<file path="src/rtl/trans_receive_if.sv">
// Serial-receive bundle: the serial line into the receiver, and the parallel
// payload with its status strobes back out to the consumer.
interface trans_receive_if #(
  parameter int DATA_W = 55
);
  logic              S_Data;
  logic [DATA_W-1:0] RX_Data;
  logic              valid;
  logic              busy;
  logic              frame_err;

  modport master (output S_Data, input RX_Data, valid, busy, frame_err);
  modport slave  (input S_Data, output RX_Data, valid, busy, frame_err);
endinterface

</file>
<file path="src/rtl/trans_receive.sv">
// Token-ring frame receiver: hunts for a start pattern on the serial line,
// shifts in an MSB-first payload, then samples one gap bit for framing errors.
module trans_receive #(
  parameter int               SEQ_W     = 6,
  parameter logic [SEQ_W-1:0] START_SEQ = 6'b011111,
  parameter int               DATA_W    = 55
) (
  input  logic            clk,
  input  logic            rst,
  trans_receive_if.slave  rx
);
  typedef enum logic [1:0] {
    HUNT  = 2'd0,
    RECV  = 2'd1,
    GUARD = 2'd2
  } state_t;

  localparam logic [5:0] LAST = 6'(DATA_W - 1);

  state_t            state_q;
  logic [SEQ_W-1:0]  hist_q;
  logic [SEQ_W-1:0]  hist_d;
  logic [DATA_W-2:0] shreg_q;
  logic [5:0]        cnt_q;
  logic [DATA_W-1:0] rx_data_q;
  logic              valid_q;
  logic              busy_q;
  logic              err_q;

  assign hist_d = {hist_q[SEQ_W-2:0], rx.S_Data};

  // Payload shifter is pure data; a new frame always overwrites every bit.
  always_ff @(posedge clk) begin
    if (state_q == RECV) begin
      shreg_q <= {shreg_q[DATA_W-3:0], rx.S_Data};
    end
  end

  always_ff @(posedge clk or posedge rst) begin
    if (rst) begin
      state_q   <= HUNT;
      hist_q    <= '1;
      cnt_q     <= '0;
      rx_data_q <= '0;
      valid_q   <= 1'b0;
      busy_q    <= 1'b0;
      err_q     <= 1'b0;
    end else begin
      valid_q <= 1'b0;
      err_q   <= 1'b0;
      case (state_q)
        HUNT: begin
          hist_q <= hist_d;
          if (hist_d == START_SEQ) begin
            state_q <= RECV;
            cnt_q   <= '0;
            busy_q  <= 1'b1;
          end
        end
        RECV: begin
          cnt_q <= cnt_q + 6'd1;
          if (cnt_q == LAST) begin
            rx_data_q <= {shreg_q, rx.S_Data};
            valid_q   <= 1'b1;
            state_q   <= GUARD;
          end
        end
        GUARD: begin
          // The gap bit stays in history so it can open the next start pattern.
          err_q   <= rx.S_Data;
          hist_q  <= {{(SEQ_W-1){1'b1}}, rx.S_Data};
          state_q <= HUNT;
          busy_q  <= 1'b0;
        end
        default: begin
          state_q <= HUNT;
          hist_q  <= '1;
          busy_q  <= 1'b0;
        end
      endcase
    end
  end

  assign rx.RX_Data   = rx_data_q;
  assign rx.valid     = valid_q;
  assign rx.busy      = busy_q;
  assign rx.frame_err = err_q;
endmodule

</file>
<file path="src/flat_wrapper.sv">
// flat-port wrapper written by rule: the top's interface ports become plain ports
module trans_receive_flat 
#(
  parameter int               SEQ_W     = 6,
  parameter logic [SEQ_W-1:0] START_SEQ = 6'b011111,
  parameter int               DATA_W    = 55
)
  (clk, rst, rx_S_Data, rx_RX_Data, rx_valid, rx_busy, rx_frame_err);
  trans_receive_if #(.DATA_W(DATA_W)) rx_i ();
  input  logic clk;
  input  logic rst;
  input wire logic [$bits(rx_i.S_Data)-1:0] rx_S_Data;
  output wire logic [$bits(rx_i.RX_Data)-1:0] rx_RX_Data;
  output wire logic [$bits(rx_i.valid)-1:0] rx_valid;
  output wire logic [$bits(rx_i.busy)-1:0] rx_busy;
  output wire logic [$bits(rx_i.frame_err)-1:0] rx_frame_err;
  assign rx_i.S_Data = rx_S_Data;
  assign rx_RX_Data = rx_i.RX_Data;
  assign rx_valid = rx_i.valid;
  assign rx_busy = rx_i.busy;
  assign rx_frame_err = rx_i.frame_err;
  trans_receive #(.SEQ_W(SEQ_W), .START_SEQ(START_SEQ), .DATA_W(DATA_W)) u_core (.clk(clk), .rst(rst), .rx(rx_i));
endmodule
</file>
<file path="config.mk">
export PLATFORM = sky130hd
export DESIGN_NAME = trans_receive_flat
export DESIGN_NICKNAME = d
export VERILOG_FILES = /design/src/rtl/trans_receive_if.sv /design/src/rtl/trans_receive.sv /design/src/flat_wrapper.sv
export SDC_FILE = /design/constraint.sdc
export NUM_CORES = 1
export LEC_CHECK = 0
export ABC_AREA = 1
export ABC_CLOCK_PERIOD_IN_PS = 3400
export CORE_UTILIZATION = 35
export DETAILED_ROUTE_END_ITERATION = 16
export GPL_ROUTABILITY_DRIVEN = 0
export GPL_TIMING_DRIVEN = 0
export PLACE_DENSITY_LB_ADDON = 0.05
export SYNTH_ARGS = -nofsm -noshare
export SYNTH_HDL_FRONTEND = slang
export SYNTH_SLANG_ARGS = --single-unit
</file>
<file path="constraint.sdc">
create_clock -name clk -period 3.4 [get_ports clk]
set_clock_uncertainty 0.15 [all_clocks]
set_input_delay 0.85 -clock clk [delete_from_list [all_inputs] [get_ports clk]]
set_output_delay 0.85 -clock clk [all_outputs]
set_load 0.01 [all_outputs]
</file>
; ---- Yosys cells after proc, flatten, opt, wreduce, memory -nomap -nowiden
; Index checks and enable logic that the tools add are counted.
[totals]
elab_cells = 33
in_bits = 3
output_inout_bits = 58
reg_bits = 125
[op_classes]
bitwise = 1
n_reduce_logical = 6
eq_ne = 6
n_mux = 11
add_sub_neg = 1
[ops]
columns = operator, count
row1 = 5-bit case mux with 3 select lines, 1
row2 = 6-bit case mux with 2 select lines, 1
row3 = 2-bit AND reduction, 4
row4 = 6-bit by 1-bit adder with 6-bit output (second input constant), 1
row5 = 6-bit by 5-bit == test with 1-bit output (second input constant), 1
row6 = 6-bit == test (second input constant), 1
row7 = 6-bit two-way mux, 1
row8 = 1-bit two-way mux, 4
row9 = 2-bit two-way mux, 2
row10 = 2-bit case mux with 2 select lines, 1
row11 = 2-bit by 1-bit == test with 1-bit output (second input constant), 1
row12 = 2-bit == test (second input constant), 1
row13 = 2-bit logical NOT, 1
row14 = 2-bit by 1-bit != test with 1-bit output (second input constant), 1
row15 = 2-bit != test (second input constant), 1
row16 = 1-bit case mux with 2 select lines, 1
row17 = 2-bit nonzero test, 1
row18 = 1-bit NOT, 1

; ---- Depth between registers and ports, before layout
; Gate-level depths: netlist of run 1.
[logic_depth]
word_depth = 3
ltp_mapped = 9
depth_no_buf = 8

; ---- Least setup slack after synthesis of run 1
; No wires, ideal clock.
[synth_timing]
path_kind = flip-flop to flip-flop
start = reg u_core.state_q[1]
end = reg u_core.rx_data_q[10] (netlist: u_core.rx.RX_Data[10])
setup_time_ps = 117
path_buffers = 2
arrival_ps = 1943
t_required_ps = 3133
stages_incl_launch_ff = 7
synth_period_minus_slack_ps = 2209
path_slack_ps = 1191
path_cell_list = dfrtp_1 -> nor2_4 -> nand2_2 -> buf_4 -> buf_6 -> nand2_1 -> nand2_1
[synth_via]
elab_chain_len = 2
[synth_rtl]
columns = element, line
row1 = from (decl), trans_receive.sv:20  ; state_t state_q;
row2 = from (signal assigned), trans_receive.sv:41  ; state_q <= HUNT;
row3 = from (signal assigned), trans_receive.sv:55  ; state_q <= RECV;
row4 = from (signal assigned), trans_receive.sv:65  ; state_q <= GUARD;
row5 = 2-bit by 1-bit == test with 1-bit output, trans_receive.sv:51  ; case (state_q)
row6 = 2-bit AND reduction (no source line), --
row7 = to (signal assigned), trans_receive.sv:63  ; rx_data_q <= {shreg_q, rx.S_Data};
row8 = to (decl), trans_receive.sv:25  ; logic [DATA_W-1:0] rx_data_q;
; Every way passes these cells.
; A chain may end at the register's enable or synchronous reset.

; ---- Worst setup path in the final report of run 1
[layout_timing]
start = reg u_core.rx_data_q[48] (netlist: u_core.rx.RX_Data[48])
end = out rx_RX_Data[48]
[layout_rtl]
columns = element, line
row1 = to (decl), flat_wrapper.sv:13  ; output wire logic [$bits(rx_i.RX_Data)-1:0] rx_RX_Data;
; No word-level cell between the ends.

==> flow_metrics.py, run 1 <==
metrics = {
    "status": {
        "status": "completed",
    },
    "setup_path": {
        "critPathTopFamily": "buffers and inverters",
        "cp_max_fo": 2,
        "critPathLaunchType": "flip-flop",
        "crit_chain": "clkdlybuf4s50_1",
        "max_stage_delay_ns": 0.56,
        "path_buf_inv": 1,
        "crit_type": "reg -> out",
        "critPathCaptureType": "primary output",
        "slowest_stage": "clkdlybuf4s50_1",
        "cp.required_ns": 2.40,
        "crit_arrival_ns": 1.35,
    },
    "logic_synthesis": {
        "syn_area_um2": 4438,
        "syn_area_per_cell_um2": 12.06,
        "ys_ff_latch": 125,
        "synthCells": 368,
        "yosysUniqueCellTypes": 21,
        "ys_seq_area_share_pct": 76.71,
        "yosys_warnings": 0,
        "syn_nets": 373,
    },
    "timing": {
        "worst_slew_pin_slew_ns": 0.8391,
        "hold_viol": 0,
        "timing.final.crit_period_ns": 2.345,
        "slew_headroom_pct": 43.93,
        "maxSlewViolCount": 0,
        "hold_slack_ns": 0.2874,
        "max_freq_mhz": 426.4,
        "period_share_pct": 68.97,
        "rsz0062_at_grt": "false",
        "setup_viol": 0,
    },
    "pwr": {
        "cell_internal_pwr_uw": 2638,
        "switching_power_uw": 624.3,
        "pwr-share-comb_pct": 0.7,
        "leakagePower_uw": 0.002707,
        "p_sw_share_pct": 19.14,
        "pwr_density_cell_nw_per_um2": 560.6,
        "p_clk_share_pct": 49.4,
        "pwr-share-seq_pct": 49.9,
        "ir_drop_mv": 0.2964,
    },
    "die": {
        "die_area_um2": 13130,
        "core_region_area_um2": 12160,
        "die_y_um": 114.6,
        "rows": 40,
        "die_w_um": 114.6,
        "initial_utilization_pct": 36.49,
        "io_pins": 61,
    },
    "place": {
        "placed_area_um2": 5299,
        "io_buffers": 60,
        "hpwl_um": 5173,
    },
    "final_layout": {
        "drive_above_1_share_pct": 9.524,
        "diodes": 0,
        "nNetsFinal": 454,
        "fin_area_um2": 5819,
        "syn_to_final_growth_pct": 31.12,
    },
    "cts": {
        "cts.sink_count": 125,
        "clk_latency_ns": 0.41,
        "clock_path_buffers": 2,
        "cts_resized": 0,
        "postCtsSetupBuffers": 0,
        "ctsHoldBuffers": 0,
        "ctsHtreeMaxLevel": 4,
        "cts-root-buf": "clkbuf_16",
        "tritoncts": "built",
        "numCtsBuffers": 17,
        "clk_pin_slew_ns": 0.05,
    },
    "worst_hold_path": {
        "hp-class": "reg -> reg",
    },
    "routing": {
        "drcViolationCount": 0,
        "wl_per_cell_um": 13.28,
        "vias_per_cell": 4.303,
        "drt-initial-drc-count": 200,
        "wirelength_um": 8366,
        "drt-pass1-iter-count": 4,
        "final_antenna_net_count": 0,
        "vias": 2711,
    },
    "grt": {
        "antenna_found_initial": 0,
        "track_usage_pct": 14.70,
        "grt-ovfl-total": 0,
        "grt_pass1_wl_um": 13860,
        "grt_max_degree": 46,
        "grt_pass1_vias": 2656,
    },
    "flow_run": {
        "drv_cap": 0,
    },
}
[state kept, by name (all words and copies together), names as in the netlist]
| name | count |
|---|---|
| u_core.rx.frame_err | 1 |
| u_core.shreg_q | 54 |
| u_core.hist_q | 5 |
| u_core.cnt_q | 6 |
| u_core.state_q | 2 |
| u_core.rx.valid | 1 |
| u_core.rx.RX_Data | 55 |
| u_core.rx.busy | 1 |
[worst paths after layout]
check	from	endpoint	slack [ns]	cells after the start
setup / recovery	u_core.rx.RX_Data[48]	rx_RX_Data[48]	1.05	1
hold / removal	u_core.shreg_q[53]	u_core.rx.RX_Data[54]	0.29	2
setup reg to reg	u_core.state_q[1]	u_core.rx.RX_Data[45]	1.12	7
hold reg to reg	u_core.shreg_q[53]	u_core.rx.RX_Data[54]	0.29	2
max in group asynchronous	rst	u_core.hist_q[4]	1.85	3
min in group asynchronous	rst	u_core.rx.RX_Data[27]	0.64	2
[cell usage after synthesis (all sizes together)]
master  instances  area (um2)
buf             9       78.82
o22a            3       26.28
nand3          12       60.06
dfrtp          66        1652
edfxtp         54        1622
dfstp           5       131.4
inv            12       45.05
or2             1       6.260
clkbuf          3       11.26
a21oi           2       10.01
nor2            9       43.80
o21bai          2       15.01
nor3            1       5.000
ha              2       25.02
nand2         185       696.9
o21ai           2       10.01
[cell type report]
| type | instances | area (um2) |
|---|---|---|
| buffer | 12 | 90.09 |
| clock buffer | 29 | 480.5 |
| clock inverter | 3 | 40.04 |
| fill | 1134 | 6342 |
| inverter | 12 | 47.55 |
| multi-input combinational | 219 | 898.4 |
| sequential | 125 | 3405 |
| tap | 168 | 210.2 |
| timing repair buffer | 62 | 648.1 |
[power by group through the flow]
stage	Clock [uW]	Sequential, uW	Combinational (uW)
floorplan	0	1650	12.7
global placement	0	1650	21.7
detailed placement	0	1650	26.6
CTS	1660	1630	26.6
global route	1730	1630	29.0
finish	1610	1630	24.3
[layout by cell type (no fill, tap or decap)]
| cell | synthesis | layout |
|---|---|---|
| ha_1 | 2 | 2 |
| inv_4 | 0 | 1 |
| o21bai_1 | 2 | 2 |
| bufinv_16 | 0 | 1 |
| nor3_1 | 1 | 1 |
| edfxtp_1 | 54 | 54 |
| nand3_1 | 12 | 12 |
| nand2_1 | 184 | 184 |
| buf_12 | 0 | 1 |
| o21ai_0 | 2 | 2 |
| dfstp_2 | 5 | 5 |
| nor2_4 | 1 | 1 |
| buf_4 | 6 | 6 |
| nor2_1 | 7 | 7 |
| inv_2 | 2 | 2 |
| dfrtp_1 | 66 | 66 |
| clkbuf_1 | 3 | 14 |
| a21oi_1 | 2 | 2 |
| buf_6 | 3 | 3 |
| clkdlybuf4s50_1 | 0 | 60 |
| nor2_2 | 1 | 1 |
| buf_16 | 0 | 1 |
| clkbuf_16 | 0 | 17 |
| or2_2 | 1 | 1 |
| clkinv_2 | 0 | 2 |
| o22a_1 | 3 | 3 |
| inv_1 | 10 | 9 |
| clkbuf_8 | 0 | 1 |
| nand2_2 | 1 | 1 |
[cells by family (layout without fill, tap and decap cells)]
group / Yosys count / in the layout / share of synthesized area [%]
fa+ha+maj: 2 / 2 / 0.5638
compound gates: 9 / 9 / 1.381
simple gates: 208 / 208 / 18.30
flops: 125 / 125 / 76.71
buf+inv: 24 / 118 / 3.045
[layer usage]
layer / vias to the layer above / share of wire, % / global-route usage [%]
met3: 10 / 4.0 / 5.664
met2: 52 / 44 / 20.44
met4: 0 / 1.9 / 7.273
met5: - / 0 / 0
met1: 1304 / 50 / 19.98
li1: 1345 / - / -
[metrics by stage]
step	cells	power [uW]	worst slack [ns]	utilization (%)	setup TNS, ns
after detailed placement	598	1680	1.046	43.57	0
after CTS	630	3314	1.020	47.85	0
after global placement	596	1676	-0.8325	43.16	-55.08
final	630	3262	1.055	47.85	0
after global routing	630	3385	0.8648	47.85	0
after floorplan	368	1659	0.6117	-	0
Power figures use the tool's default switching activity.
==> run 2, diff against run 1 <==
ABC_CLOCK_PERIOD_IN_PS = 2400   (was 3400)
clock period = 2.4 ns   (was 3.4 ns; I/O delays follow)
==> flow_metrics.py, run 2 (synthesis results as in run 1) <==
metrics = {
    "status": {
        "status": "completed",
    },
    "routing": {
        "wirelength_um": 8262,
        "drt-initial-drc-count": 145,
        "vias_per_cell": 4.416,
        "final_antenna_net_count": 0,
        "wl_per_cell_um": 13.03,
        "drt-pass1-iter-count": 5,
        "drcViolationCount": 0,
        "vias": 2800,
    },
    "cts": {
        "clk_latency_ns": 0.40,
        "tritoncts": "built",
        "clock_path_buffers": 2,
        "cts-root-buf": "clkbuf_16",
        "clk_pin_slew_ns": 0.05,
        "ctsHtreeMaxLevel": 4,
        "cts.sink_count": 125,
        "numCtsBuffers": 17,
    },
    "setup_path": {
        "slowest_stage": "clkdlybuf4s50_1",
        "critPathCaptureType": "primary output",
        "crit_arrival_ns": 1.34,
        "critPathTopFamily": "buffers and inverters",
        "max_stage_delay_ns": 0.56,
        "crit_type": "reg -> out",
        "cp.depth": 1,
        "path_buf_inv": 1,
        "cp_max_fo": 2,
        "r2r_cells": 9,
        "crit_chain": "clkdlybuf4s50_1",
        "critPathLaunchType": "flip-flop",
        "cp.required_ns": 1.65,
    },
    "pwr": {
        "total_power_uw": 4882,
        "leakagePower_uw": 0.002777,
        "pwr_density_cell_nw_per_um2": 819.6,
        "ir_drop_mv": 0.3978,
    },
    "timing": {
        "setup_viol": 0,
        "hold_viol": 0,
        "worst_slew_pin_slew_ns": 0.5872,
        "period_share_pct": 87.24,
        "rsz0062_at_grt": "false",
        "fin_ws_ns": 0.3063,
        "slew_headroom_pct": 60.77,
        "max_freq_mhz": 477.6,
        "timing.final.crit_period_ns": 2.094,
        "maxSlewViolCount": 0,
    },
    "die": {
        "die_w_um": 114.6,
        "die_area_um2": 13130,
        "io_pins": 61,
        "rows": 40,
        "core_region_area_um2": 12160,
        "initial_utilization_pct": 36.49,
        "die_y_um": 114.6,
    },
    "grt": {
        "antenna_found_initial": 0,
        "grt-ovfl-total": 0,
        "grt_pass1_wl_um": 14170,
        "track_usage_pct": 14.63,
        "grt_max_degree": 26,
        "grt_pass1_vias": 2793,
    },
    "final_layout": {
        "final_cells": 634,
        "largest_reg_flops": 55,
        "drive_above_1_share_pct": 11.80,
        "final_util_pct": 48.98,
        "nNetsFinal": 458,
        "diodes": 0,
        "mostFrequentLayoutCells": "nand2_1 (184), dfrtp_1 (66), clkdlybuf4s50_1 (60)",
        "syn_to_final_growth_pct": 34.23,
        "fin_area_um2": 5957,
        "final_common_cell": "nand2_1",
    },
    "place": {
        "post-place-cells": 600,
        "io_buffers": 60,
        "dp_worst_setup_slack_ns": 0.1615,
        "placed_area_um2": 5340,
        "hpwl_um": 5243,
    },
    "flow_run": {
        "drv_cap": 0,
    },
    "worst_hold_path": {
        "hp-class": "reg -> reg",
        "hold_depth": 0,
    },
}
[run 2: cell count changes in the layout (fill, tap and decap cells not counted), sizes merged]
cell | previous run | this run
bufinv | 1 | 2
buf | 11 | 15
inv | 12 | 11
clkinvlp | 0 | 1
clkinv | 2 | 3
clkbuf | 32 | 30
[run 2: final cells by class]
class                           count  area [um2]
Timing Repair Buffer               66       703.2
Inverter                           12       48.80
Multi-Input combinational cell    219       898.4
Buffer                             12       90.09
Clock inverter                      5       78.83
Sequential cell                   125        3405
Fill cell                        1141        6205
Tap cell                          168       210.2
Clock buffer                       27       523.0
[run 2: timing repair]
item / 4_1_cts / 5_1_grt
setup endpoints to repair: 0 / 36
setup buffers: 0 / 2
hold buffers: 0 / 0
gates resized for setup: 0 / 0
[run 2: worst paths after layout]
path                                       start                     to  slack (ns)
max                        u_core.rx.RX_Data[48]         rx_RX_Data[48]        0.31
min                           u_core.shreg_q[46]     u_core.shreg_q[47]        0.29
max reg2reg                    u_core.state_q[0]  u_core.rx.RX_Data[38]        0.58
min reg2reg                   u_core.shreg_q[46]     u_core.shreg_q[47]        0.29
max in group asynchronous                    rst       u_core.hist_q[3]        1.02
min in group asynchronous                    rst  u_core.rx.RX_Data[53]        0.49
[run 2: power breakdown]
group,switching (uW),leakage (uW),internal [uW],total (uW)
Sequential,24.2,0.00153,2280,2310
Clock,846,0.000298,1690,2540
Combinational,27.1,0.000950,9.86,36.9
Total,897,0.00278,3990,4880
[run 2: metal layers]
metal	wire [um]	share of wire (%)	GRT usage, %
met1	4205	51	20.01
met2	3630	44	20.44
met3	324	3.9	5.664
met4	100	1.2	6.667
met5	0	0	0
[run 2: metrics by stage]
stage | TNS (ns) | hold WS (ns)
4_1_cts | 0 | 0.2971
2_1_floorplan | 0 | 0.2684
3_3_place_gp | -34.68 | 0.2825
5_1_grt | 0 | 0.3000
3_5_place_dp | 0 | 0.2817
6_report | 0 | 0.2947
